`src/rtl/mips_pkg.sv`:
```
// Shared types and instruction-field constants for the fetch stage and its controller.
package mips_pkg;

  typedef enum logic [1:0] {
    IDLE,
    REQ,
    DONE
  } fetch_state_t;

  localparam int OP_MSB          = 31;
  localparam int OP_LSB          = 26;
  localparam int FUNCT_MSB       = 5;
  localparam int FUNCT_LSB       = 0;
  localparam int BYTES_PER_INSTR = 4;

endpackage

```
`src/rtl/instr_fetch_unit_if.sv`:
```
// Byte-wide req/ack memory read bus between the fetch unit (master) and memory (slave).
interface instr_fetch_unit_if #(
  parameter int ADDR_W = 8,
  parameter int DATA_W = 8
);

  logic              mem_req;
  logic [ADDR_W-1:0] mem_addr;
  logic              mem_ack;
  logic [DATA_W-1:0] mem_rdata;

  modport master (
    output mem_req,
    output mem_addr,
    input  mem_ack,
    input  mem_rdata
  );

  modport slave (
    input  mem_req,
    input  mem_addr,
    output mem_ack,
    output mem_rdata
  );

endinterface

```
`src/rtl/ir_byte_assembler.sv`:
```
// Shadow register filled one byte at a time; commit copies it into instr atomically.
module ir_byte_assembler
  import mips_pkg::*;
(
  input  logic                               clk,
  input  logic                               reset,
  input  logic                               wr_en,
  input  logic [$clog2(BYTES_PER_INSTR)-1:0] byte_idx,
  input  logic [7:0]                         wr_data,
  input  logic                               commit,
  input  logic                               discard,
  output logic [8*BYTES_PER_INSTR-1:0]       instr
);

  logic [8*BYTES_PER_INSTR-1:0] shadow;

  always_ff @(posedge clk or negedge reset) begin
    if (!reset) begin
      shadow <= '0;
      instr  <= '0;
    end else begin
      if (discard)
        shadow <= '0;
      else if (wr_en)
        shadow[8*byte_idx +: 8] <= wr_data;
      // The last byte bypasses the shadow so instr updates on the same edge it arrives.
      if (commit)
        instr <= {wr_data, shadow[8*(BYTES_PER_INSTR-1)-1:0]};
    end
  end

endmodule

```
`src/rtl/instr_fetch_unit.sv`:
```
// Byte-serial instruction fetch: four req/ack reads from pc assembled into one 32-bit word.
// Optional wait-state timeout enabled by defining FETCH_TIMEOUT_EN.
module instr_fetch_unit
  import mips_pkg::*;
#(
  parameter int ADDR_W         = 8,
  parameter int DATA_W         = 8,
  parameter int TIMEOUT_CYCLES = 15
) (
  input  logic               clk,
  input  logic               reset,
  input  logic               fetch_start,
  input  logic               flush,
  input  logic [ADDR_W-1:0]  pc,
  instr_fetch_unit_if.master mem,
  output logic [31:0]        instr,
  output logic [5:0]         op,
  output logic [5:0]         funct,
  output logic               instr_valid,
  output logic               busy,
  output logic               fetch_err
);

  localparam int IDX_W = $clog2(BYTES_PER_INSTR);
  localparam logic [IDX_W-1:0] LAST_IDX = IDX_W'(BYTES_PER_INSTR - 1);

  fetch_state_t      state;
  logic [ADDR_W-1:0] base;
  logic [IDX_W-1:0]  idx;
  logic [IDX_W-1:0]  idx_next;
  logic              req_q;
  logic [ADDR_W-1:0] addr_q;
  logic [DATA_W-1:0] rdata;
  logic              wr_en;
  logic              commit;
  logic              discard;

  assign mem.mem_req  = req_q;
  assign mem.mem_addr = addr_q;
  assign rdata        = mem.mem_rdata;
  assign idx_next     = idx + 1'b1;

  always_comb begin
    wr_en   = 1'b0;
    commit  = 1'b0;
    discard = 1'b0;
    if (state == REQ) begin
      discard = flush;
      wr_en   = mem.mem_ack && !flush;
      commit  = wr_en && (idx == LAST_IDX);
    end
  end

`ifdef FETCH_TIMEOUT_EN
  localparam int WAIT_W = $clog2(TIMEOUT_CYCLES + 1);
  logic [WAIT_W-1:0] wait_cnt;
`endif

  always_ff @(posedge clk or negedge reset) begin
    if (!reset) begin
      state       <= IDLE;
      base        <= '0;
      idx         <= '0;
      req_q       <= 1'b0;
      addr_q      <= '0;
      instr_valid <= 1'b0;
      busy        <= 1'b0;
`ifdef FETCH_TIMEOUT_EN
      wait_cnt    <= '0;
      fetch_err   <= 1'b0;
`endif
    end else begin
`ifdef FETCH_TIMEOUT_EN
      fetch_err <= 1'b0;
`endif
      case (state)
        IDLE, DONE: begin
          if (flush) begin
            instr_valid <= 1'b0;
          end else if (fetch_start) begin
            base        <= pc;
            idx         <= '0;
            addr_q      <= pc;
            req_q       <= 1'b1;
            busy        <= 1'b1;
            instr_valid <= 1'b0;
            state       <= REQ;
`ifdef FETCH_TIMEOUT_EN
            wait_cnt    <= '0;
`endif
          end
        end
        REQ: begin
          if (flush) begin
            state       <= IDLE;
            idx         <= '0;
            req_q       <= 1'b0;
            busy        <= 1'b0;
            instr_valid <= 1'b0;
          end else if (mem.mem_ack) begin
`ifdef FETCH_TIMEOUT_EN
            wait_cnt <= '0;
`endif
            if (idx == LAST_IDX) begin
              state       <= DONE;
              idx         <= '0;
              req_q       <= 1'b0;
              busy        <= 1'b0;
              instr_valid <= 1'b1;
            end else begin
              idx    <= idx_next;
              addr_q <= base + ADDR_W'(idx_next);
            end
          end
`ifdef FETCH_TIMEOUT_EN
          else if (wait_cnt == WAIT_W'(TIMEOUT_CYCLES)) begin
            state       <= IDLE;
            idx         <= '0;
            req_q       <= 1'b0;
            busy        <= 1'b0;
            instr_valid <= 1'b0;
            fetch_err   <= 1'b1;
            wait_cnt    <= '0;
          end else begin
            wait_cnt <= wait_cnt + 1'b1;
          end
`endif
        end
        default: state <= IDLE;
      endcase
    end
  end

`ifndef FETCH_TIMEOUT_EN
  assign fetch_err = 1'b0;
`endif

  ir_byte_assembler u_asm (
    .clk      (clk),
    .reset    (reset),
    .wr_en    (wr_en),
    .byte_idx (idx),
    .wr_data  (rdata[7:0]),
    .commit   (commit),
    .discard  (discard),
    .instr    (instr)
  );

  assign op    = instr[OP_MSB:OP_LSB];
  assign funct = instr[FUNCT_MSB:FUNCT_LSB];

endmodule

```
`src/flat_wrapper.sv`:
```
// flat-port wrapper written by rule: the top's interface ports become plain ports
module instr_fetch_unit_flat import mips_pkg::*;
#(
  parameter int ADDR_W         = 8,
  parameter int DATA_W         = 8,
  parameter int TIMEOUT_CYCLES = 15
)
  (clk, reset, fetch_start, flush, pc, instr, op, funct, instr_valid, busy, fetch_err, mem_mem_req, mem_mem_addr, mem_mem_ack, mem_mem_rdata);
  instr_fetch_unit_if #(.ADDR_W(ADDR_W), .DATA_W(DATA_W)) mem_i ();
  input  logic clk;
  input  logic reset;
  input  logic fetch_start;
  input  logic flush;
  input  logic [ADDR_W-1:0] pc;
  output logic [31:0] instr;
  output logic [5:0] op;
  output logic [5:0] funct;
  output logic instr_valid;
  output logic busy;
  output logic fetch_err;
  output wire logic [$bits(mem_i.mem_req)-1:0] mem_mem_req;
  output wire logic [$bits(mem_i.mem_addr)-1:0] mem_mem_addr;
  input wire logic [$bits(mem_i.mem_ack)-1:0] mem_mem_ack;
  input wire logic [$bits(mem_i.mem_rdata)-1:0] mem_mem_rdata;
  assign mem_mem_req = mem_i.mem_req;
  assign mem_mem_addr = mem_i.mem_addr;
  assign mem_i.mem_ack = mem_mem_ack;
  assign mem_i.mem_rdata = mem_mem_rdata;
  instr_fetch_unit #(.ADDR_W(ADDR_W), .DATA_W(DATA_W), .TIMEOUT_CYCLES(TIMEOUT_CYCLES)) u_core (.clk(clk), .reset(reset), .fetch_start(fetch_start), .flush(flush), .pc(pc), .mem(mem_i), .instr(instr), .op(op), .funct(funct), .instr_valid(instr_valid), .busy(busy), .fetch_err(fetch_err));
endmodule
```
`config.mk`:
```
export PLATFORM = sky130hd
export DESIGN_NAME = instr_fetch_unit_flat
export DESIGN_NICKNAME = d
export VERILOG_FILES = /design/src/rtl/mips_pkg.sv /design/src/rtl/instr_fetch_unit_if.sv /design/src/rtl/ir_byte_assembler.sv /design/src/rtl/instr_fetch_unit.sv /design/src/flat_wrapper.sv
export SDC_FILE = /design/constraint.sdc
export NUM_CORES = 1
export LEC_CHECK = 0
export CAP_MARGIN = 10
export CORE_MARGIN = 4
export CORE_UTILIZATION = 40
export DETAILED_ROUTE_END_ITERATION = 16
export MAX_ROUTING_LAYER = met4
export PLACE_DENSITY_LB_ADDON = 0.1
export RECOVER_POWER = 50
export SLEW_MARGIN = 10
export SYNTH_ARGS = -nofsm -noshare
export SYNTH_HDL_FRONTEND = slang
export SYNTH_SLANG_ARGS = --single-unit
export TNS_END_PERCENT = 100
```
`constraint.sdc`:
```
create_clock -name clk -period 2.7 [get_ports clk]
set_input_delay 0.81 -clock clk [delete_from_list [all_inputs] [get_ports clk]]
set_output_delay 0.81 -clock clk [all_outputs]
set_load 0.1 [all_outputs]
```
After elaboration in Yosys (flattened, before gate mapping)
Index checks and enable logic that the tools add are counted.
W data, S select, Z words.
{ "totals": {"regBits": 86, "latchBits": 0, "ram_bits": 0, "rom_bits": 0, "input_bits": 21, "output_inout_bits": 56, "word_cells": 74, "n_memories": 0} }
{ "classes": {"add_sub_neg": 3, "mul": 0, "n_div": 0, "order_cmp": 0, "eq_ne": 11, "shift": 2, "mux": 36, "bitwise": 1, "n_reduce_logical": 13} }
{ "op_table": {"columns": ["cell", "n"], "rows": [
  ["$mux W32", 2],
  ["$mux W8", 5],
  ["$neg A5 Y34", 1],
  ["$shift A8 B34 Y32 const A", 1],
  ["$shiftx A8 B34 Y32", 1],
  ["$bwmux W32", 1],
  ["$mux W2", 10],
  ["$pmux W8 S2", 1],
  ["$mux W1", 13],
  ["$reduce_and A4 Y1", 3],
  ["$ne A2 B2 Y1 const B", 5],
  ["$ne A3 B3 Y1 const B", 3],
  ["$add A8 B2 Y8", 1],
  ["$pmux W2 S2", 2],
  ["$reduce_and A6 Y1", 1],
  ["$reduce_and A5 Y1", 1],
  ["$eq A2 B2 Y1 const B", 2],
  ["$pmux W1 S2", 2],
  ["$reduce_bool A2 Y1", 2],
  ["$reduce_and A3 Y1", 1],
  ["$add A2 B1 Y2 const B", 1],
  ["$eq A2 B1 Y1 const B", 1],
  ["$logic_and A1 B1 Y1", 2],
  ["$logic_not A2 Y1", 1],
  ["3 further kinds", 3]
]} }

Depth between registers and ports, before layout
Gate-level depths: netlist of the first run.
{ "logic_depth": {"depth_word": 6, "ltp_mapped": 7, "depth_no_buf": 7} }

Hierarchy
Synthesis of the first run repeated with hierarchy kept, for this count alone.
{ "unflattened": {"hier_cells": 318, "area_unflattened_um2": 3728.6} }
{ "by_module_without_submodules": {"columns": ["mod", "instances", "cells_each", "area_per_inst_um2", "seq_area_each_um2"], "rows": [
  ["ir_byte_assembler", 1, 177, 2426.1, 1401.3],
  ["instr_fetch_unit", 1, 141, 1302.5, 550.5]
]} }

Worst setup path before layout of the first run
Ideal clock, no wire load.
{ "synth_path": {"path_kind": "register to output", "startpoint": "reg u_core.req_q (netlist: u_core.mem.mem_req)", "endpoint": "out mem_mem_req", "t_arrival_ns": 1.340, "t_required_ns": 1.890, "setup_slack_ns": 0.550, "stages_incl_launch_ff": 2, "n_path_buf": 1, "cell_sequence": "dfrtp_1 buf_4"} }
{ "synth_rtl": {"columns": ["element", "line_no", "source"], "rows": [
  ["from (decl)", "instr_fetch_unit.sv:31", "logic req_q;"],
  ["from (signal assigned)", "instr_fetch_unit.sv:64", "req_q <= 1'b0;"],
  ["from (signal assigned)", "instr_fetch_unit.sv:84", "req_q <= 1'b1;"],
  ["from (signal assigned)", "instr_fetch_unit.sv:97", "req_q <= 1'b0;"],
  ["to (decl)", "flat_wrapper.sv:21", "output wire logic [$bits(mem_i.mem_req)-1:0] mem_mem_req;"]
]} }
No word-level cell between the ends.

Worst setup path after layout of the first run
{ "layout_path": {"startpoint": "in flush", "endpoint": "reg u_core.base[1]"} }
{ "layout_via": {"elab_chain_cells": 2} }
{ "layout_lines": {"columns": ["element", "line_no", "source"], "rows": [
  ["from (decl)", "flat_wrapper.sv:13", "input logic flush;"],
  ["$not A1 Y1 (no source line)", null, null],
  ["$reduce_and A3 Y1 (no source line)", null, null],
  ["to (signal assigned)", "instr_fetch_unit.sv:81", "base <= pc;"],
  ["to (decl)", "instr_fetch_unit.sv:28", "logic [ADDR_W-1:0] base;"]
]} }
Every way passes these cells.
A chain may end at the register's enable or synchronous reset.

==> results of run 1 <==
## final timing paths
path | cells past startpoint | slack [ns] | start | to
max | 4 | 0.27 | flush | u_core.base[1]
min | 1 | 0.48 | u_core.mem.mem_addr[5] | u_core.mem.mem_addr[5]
max reg2reg | 7 | 0.51 | u_core.idx[1] | u_core.mem.mem_addr[5]
min reg2reg | 1 | 0.48 | u_core.mem.mem_addr[5] | u_core.mem.mem_addr[5]
max in group asynchronous | 2 | 0.61 | reset | u_core.u_asm.shadow[5]
min in group asynchronous | 1 | 0.63 | reset | u_core.u_asm.instr[13]
## final cells by class
type | count | area (sq um)
clock buffers | 12 | 155.1
flip-flops and latches | 78 | 1952
repair buffers | 83 | 619.3
multi-input cells | 162 | 1420
fillers | 805 | 4364
well taps | 108 | 135.1
inverters | 6 | 22.52
clock inverters | 4 | 52.55
## layer usage
layer	share of wire, %	global-route usage, %	routed length, um	vias up
met1	46	20.20	3393	1096
met4	1.8	4.844	133	0
li1	-	-	-	1099
met5	0	-	0	-
met3	5.9	4.369	434	11
met2	46	23.63	3365	67
## sequential cells by signal, indices dropped and copies added (netlist names)
signal and cells:
u_core.u_asm.instr 32, u_core.u_asm.shadow 24, u_core.base 8, u_core.mem.mem_addr 8
u_core.idx 2, u_core.state 2, u_core.instr_valid 1, u_core.mem.mem_req 1
## critical path, delay by kind of cell
kind,cells,cell delay [ns]
AND/OR/NAND/NOR,1,0.22
buffers and inverters,2,1.23
multiplexers,1,0.41
## Yosys cell counts (all sizes together) (4+ instances only)
master | n | area (sq um)
ha | 7 | 87.58
nor2 | 9 | 41.29
nand2 | 21 | 78.83
nand3 | 5 | 37.54
inv | 6 | 22.52
buf | 22 | 166.4
mux2 | 37 | 525.5
o21ai | 13 | 65.06
a21oi | 4 | 20.02
a21o | 5 | 37.54
a22o | 24 | 210.2
dfrtp | 78 | 1952
## stage by stage
step	hold WS (ns)	utilization, %	setup slack [ns]	cell area (sq um)	power (mW)
after global placement	0.4680	48.51	0.1706	4230	2.233
after detailed placement	0.4721	48.51	0.1444	4230	2.239
after CTS	0.4511	50.89	0.5020	4438	3.165
after floorplan	0.4690	-	0.5499	3570	2.013
final	0.4808	49.96	0.2711	4357	3.099
after global routing	0.5087	49.96	0.2007	4357	3.265
## power by group through the flow
stage               sequential, mW  clock [mW]  combinational [mW]
floorplan                     1.68           0               0.330
global placement              1.37           0               0.868
detailed placement            1.37           0               0.873
CTS                           1.34       0.946               0.876
global route                  1.36        1.01               0.899
finish                        1.34       0.919               0.838
## logic make-up after synthesis
| family | count (synthesis) | share of synthesized area [%] |
|---|---|---|
| AOI/OAI and AO/OA | 57 | 11.99 |
| adders and majority gates | 8 | 3.014 |
| xor gates and xnor gates | 2 | 0.4908 |
| DFF | 78 | 54.68 |
| muxes | 40 | 15.56 |
| other | 1 | 0.1051 |
| buffers and inverters | 29 | 5.398 |
| and+or+nand+nor | 54 | 8.763 |
==> summary.md, run 1 <==
| Metric | Value |
|---|---|
| Largest buffer count on any clock path | 2 |
| Worst-Margin Slew | 1.161 ns |
| Seq cells post-synth | 78 |
| Clock Skews | 0.009441 ns |
| Sw Ratio | 36.55% |
| Clk pwr share | 29.6% |
| First-pass DRT Iterations | 4 |
| Final Max Tran Viols | 0 |
| Hold-fix buffers at CTS | 0 |
| P per Cell Area | 711.4 nW/um^2 |
| Ys flop type | dfrtp_1 |
| Gp weighted congestion | 0.7824 |
| H-tree depth | 3 |
| PortBufs | 75 |
| Die ar. | 10500 sq um |
| Die height | 102.5 um |
| Final worst-path cycle share | 89.96% |
| CP max stage cell | dlygate4sd3_1 |
| CTS tree | yes |
| CP Capture Type | register |
| WL final | 7327 um |
| PostCTS Resize Cnt | 0 |
| Sw Pwr | 1.133 mW |
| Rows | 34 |
| Cells after Synth | 269 |
| Largest net degree at the start of global routing | 43 |
| Register area share after synthesis | 54.68% |
| Number of synthesized flops with an enable pin | 0 |
| RSZ-0062 raised after global routing | no |
| Core Area | 8721 sq um |
| Final Hold Vio Count | 0 |
| DRC violations left | 0 |
| Vias | 2273 |
| Die X | 102.5 um |
| Async SR Flop Fraction | 100.0% |
| Fin crit period | 2.429 ns |
| Max-cap violations | 0 |
| Cell Area, Synth | 3570 sq um |
| Comb power frac | 27.1% |
| Most common cell after layout, fill and taps aside | dfrtp_1 |
| Ratio of cells with drive above 1 in the final layout | 35.65% |
| Vias in the first global route | 2387 |
| Gr usage total | 15.54% |
| Max-Slew Margin vs Limit | 22.95% |
| Fmax | 0.4117 GHz |
| Routed len/inst | 16.17 um |
| First-pass GRT wire length | 12210 um |
| Worst min-delay path category | reg -> reg |
| Post-CTS Setup Inserts | 0 |
| Peak VDD IR | 0.6199 mV |
| CP startpoint kind | primary input |
| Mapped Avg Cell Area | 13.27 sq um |
| Largest stage delay, worst path | 0.65 ns |
| Int Power | 1.967 mW |
| Nets | 369 |
| Root Driver | clkbuf_8 |
| Clock Latency Late Sink | 0.35 ns |
| Cell Count, Final, Fillers Out | 453 |
| Antenna Nets Post-Route | 0 |
| N_diodes | 0 |
| CP arrival | 2.67 ns |
| Pleak | 2.239 nW |
| Syn Nets | 298 |
| Syn. warnings | 0 |
| Detailed Route Iter0 Violations | 64 |
| Critical-path cell list | dlygate4sd3_1 > nor3b_1 > clkbuf_1 > mux2_2 |
| Initial antenna violation count | 0 |
| Crit path required time | 2.94 ns |
| CTS Buf Count | 9 |
| Sink Count | 78 |
| TNS Setup | 0 ns |
| Crit path max fanout | 14 |
| DP HPWL | 5176 um |
| Sequential power share | 43.3% |
| Total gr overflow | 0 |
| Clock-pin slew on the worst setup and hold paths | 0.08 ns |
| Vias/cell | 5.018 |
| Layout area overhead | 22.05% |
| Critical path type | in -> reg |
| Most frequent cells in the layout | dfrtp_1 (78), buf_4 (39), mux2_4 (29), a22o_1 (24) |
| Yosys cell types | 48 |
| I/O pin count | 77 |
| Inst Count DP | 437 |
| Final setup viols | 0 |
| Status | finished clean |
| Initial Util | 40.93% |
Power figures use the tool's default switching activity.
==> run 2: changes to the inputs <==
--- a/config.mk
+++ b/config.mk
@@ -12,6 +12,7 @@
 export MAX_ROUTING_LAYER = met4
 export PLACE_DENSITY_LB_ADDON = 0.1
 export RECOVER_POWER = 50
+export SKIP_CTS_REPAIR_TIMING = 1
 export SLEW_MARGIN = 10
 export SYNTH_ARGS = -nofsm -noshare
 export SYNTH_HDL_FRONTEND = slang
==> results of run 2 <==
Final layout, timing and power as in run 1 (identical DEF).
==> run 3: changes to the inputs <==
--- a/config.mk
+++ b/config.mk
@@ -6,7 +6,7 @@
 export NUM_CORES = 1
 export LEC_CHECK = 0
 export CAP_MARGIN = 10
-export CORE_MARGIN = 4
+export CORE_MARGIN = 3
 export CORE_UTILIZATION = 40
 export DETAILED_ROUTE_END_ITERATION = 16
 export MAX_ROUTING_LAYER = met4
==> run 3 against run 2 <==
  * Cell count decreased by 0.66%
  * Critical path depth increased by 3
  * Largest cell class unchanged
  * Wire length about the same
  * Die area decreased by 3.9%
  * Core utilization increased by 1.4 points
  * Combinational power decreased by 1%
  * Largest power group unchanged
==> summary.md, run 3 (synthesized netlist as in run 1, its figures left out) <==
| Metric | Value |
|---|---|
| Status | finished clean (unchanged) |
| Gp weighted congestion | 0.8047 (was 0.7824) |
| CP dominant cell by count | ha_1 |
| Max reg flops | 32 (unchanged) |
| Die X | 100.5 um (was 102.5 um) |
| Die ar. | 10090 sq um (was 10500 sq um) |
| Fmax | 0.4153 GHz (was 0.4117 GHz) |
| RSZ-0062 raised after global routing | no (unchanged) |
| CP arrival | 2.71 ns (was 2.67 ns) |
| Max-cap violations | 0 (unchanged) |
| CTS Buf Count | 9 (unchanged) |
| Clock Latency Late Sink | 0.35 ns (about the same) |
| Clock Skews | 0.009401 ns (was 0.009441 ns) |
| DRC violations left | 0 (unchanged) |
| CP startpoint kind | register (was primary input) |
| Crit. Startpoint | u_core.idx[0] (was flush) |
| DP HPWL | 5247 um (was 5176 um) |
| Largest net degree at the start of global routing | 47 (was 43) |
| Overall power | 2.993 mW (was 3.099 mW) |
| Final worst-path cycle share | 89.19% (was 89.96%) |
| Final Instance Area | 4328 sq um (was 4357 sq um) |
| P per Cell Area | 691.5 nW/um^2 (was 711.4 nW/um^2) |
| I/O pin count | 77 (unchanged) |
| CTS tree | yes (unchanged) |
| Sink Count | 78 (unchanged) |
| Rows | 33 (was 34) |
| Clock-pin slew on the worst setup and hold paths | 0.09 ns (was 0.08 ns) |
| Final Util | 51.38% (was 49.96%) |
| Antenna Nets Post-Route | 0 (unchanged) |
| Final setup viols | 0 (unchanged) |
| Layout area overhead | 21.24% (was 22.05%) |
| Hold_sp | u_core.mem.mem_addr[5] (unchanged) |
| Root Driver | clkbuf_8 (unchanged) |
| Reg2Reg Launch Point | u_core.idx[0] (was u_core.idx[1]) |
| Core Area | 8423 sq um (was 8721 sq um) |
| Crit path max fanout | 7 (was 14) |
| N_diodes | 0 (unchanged) |
| First-pass DRT Iterations | 4 (unchanged) |
| Nets | 369 (unchanged) |
| Vias in the first global route | 2224 (was 2387) |
| Largest Register | u_core.u_asm.instr (unchanged) |
| H-tree depth | 3 (unchanged) |
| Most frequent cells in the layout | dfrtp_1 (78), buf_4 (37), mux2_4 (29), a22o_1 (24), clkbuf_2 (24) (was dfrtp_1 (78), buf_4 (39), mux2_4 (29), a22o_1 (24)) |
| Most common cell after layout, fill and taps aside | dfrtp_1 (unchanged) |
| Max-Slew Margin vs Limit | 22.49% (was 22.95%) |
| Vias/cell | 5.111 (was 5.018) |
| Detailed Route Iter0 Violations | 76 (was 64) |
| Ratio of cells with drive above 1 in the final layout | 36.52% (was 35.65%) |
| Largest buffer count on any clock path | 2 (unchanged) |
| TNS Setup | 0 ns (unchanged) |
| Final Hold Vio Count | 0 (unchanged) |
| DP Area | 4227 sq um (was 4230 sq um) |
| Critical-path cell list | inv_1 > ha_1 > ha_1 > a21oi_1 > o21ai_0 > a311oi_1 > a21o_1 (was dlygate4sd3_1 > nor3b_1 > clkbuf_1 > mux2_2) |
| CP Capture Type | register (unchanged) |
| Peak VDD IR | 0.4910 mV (was 0.6199 mV) |
| Initial antenna violation count | 0 (unchanged) |
| Crit path required time | 3.00 ns (was 2.94 ns) |
| PortBufs | 75 (unchanged) |
| Die height | 100.5 um (was 102.5 um) |
| WL final | 7334 um (was 7327 um) |
| Pleak | 2.222 nW (was 2.239 nW) |
| Worst-Margin Slew | 1.167 ns (was 1.161 ns) |
| Final Max Tran Viols | 0 (unchanged) |
| Routed len/inst | 16.30 um (was 16.17 um) |
| Top flop regs | u_core.u_asm.instr (32), u_core.u_asm.shadow (24) (unchanged) |
| Critical path type | reg -> reg (was in -> reg) |
| Fin crit period | 2.408 ns (was 2.429 ns) |
| CP max stage cell | dfrtp_1 (was dlygate4sd3_1) |
| Worst min-delay path category | reg -> reg (unchanged) |
| Largest stage delay, worst path | 0.53 ns (was 0.65 ns) |
| Vias | 2300 (was 2273) |
| Initial Util | 42.38% (was 40.93%) |
| First-pass GRT wire length | 11960 um (was 12210 um) |
| Gr usage total | 15.85% (was 15.54%) |
| Total gr overflow | 0 (unchanged) |
## run 3: path summary, 6_finish.rpt
| check | end | slack, ns | cells past startpoint |
|---|---|---|---|
| setup / recovery | u_core.mem.mem_addr[5] | 0.29 | 7 |
| hold / removal | u_core.mem.mem_addr[5] | 0.48 | 1 |
| setup reg to reg | u_core.mem.mem_addr[5] | 0.29 | 7 |
| hold reg to reg | u_core.mem.mem_addr[5] | 0.48 | 1 |
| max in group asynchronous | u_core.mem.mem_addr[0] | 0.62 | 2 |
| min in group asynchronous | u_core.u_asm.instr[13] | 0.65 | 1 |
## run 3: worst max-delay path, delay by kind of cell (launching register included)
family | cells | cell delay, ns
adder cells (fa/ha/maj) | 2 | 0.76
flip-flops | 1 | 0.53
AO/OA/AOI/OAI | 4 | 0.89
buffers and inverters | 1 | 0.16
## run 3: layout make-up
cell class                      count  area, sq um
Fill cell                         759         4095
Sequential cell                    78         1952
Multi-Input combinational cell    162         1425
Timing Repair Buffer               83        615.6
Tap cell                          105        131.4
Clock buffer                        9        123.9
Clock inverter                      7        57.56
Inverter                            6        22.52
## run 3: stage by stage
| stage | worst slack [ns] | hold WS, ns | cells |
|---|---|---|---|
| 2_1_floorplan | 0.5499 | 0.4690 | 269 |
| 3_3_place_gp | 0.2298 | 0.4637 | 434 |
| 3_5_place_dp | 0.1592 | 0.4683 | 434 |
| 4_1_cts | 0.2875 | 0.4645 | 450 |
| 5_1_grt | 0.1064 | 0.4939 | 450 |
| 6_report | 0.2919 | 0.4818 | 450 |
## run 3: layer usage
| metal | share of wire (%) | wire length, um | up-vias | global-route usage [%] |
|---|---|---|---|---|
| met4 | 0.80 | 59 | 0 | 4.352 |
| met5 | 0 | 0 | - | - |
| met2 | 46 | 3367 | 64 | 22.63 |
| met1 | 48 | 3487 | 1136 | 22.25 |
| li1 | - | - | 1093 | - |
| met3 | 5.7 | 421 | 7 | 4.429 |
## run 3: power breakdown
| part | switching, mW | internal [mW] |
|---|---|---|
| Clock | 0.466 | 0.346 |
| Combinational | 0.617 | 0.213 |
| Sequential | 0.0820 | 1.27 |
| Total | 1.17 | 1.83 |
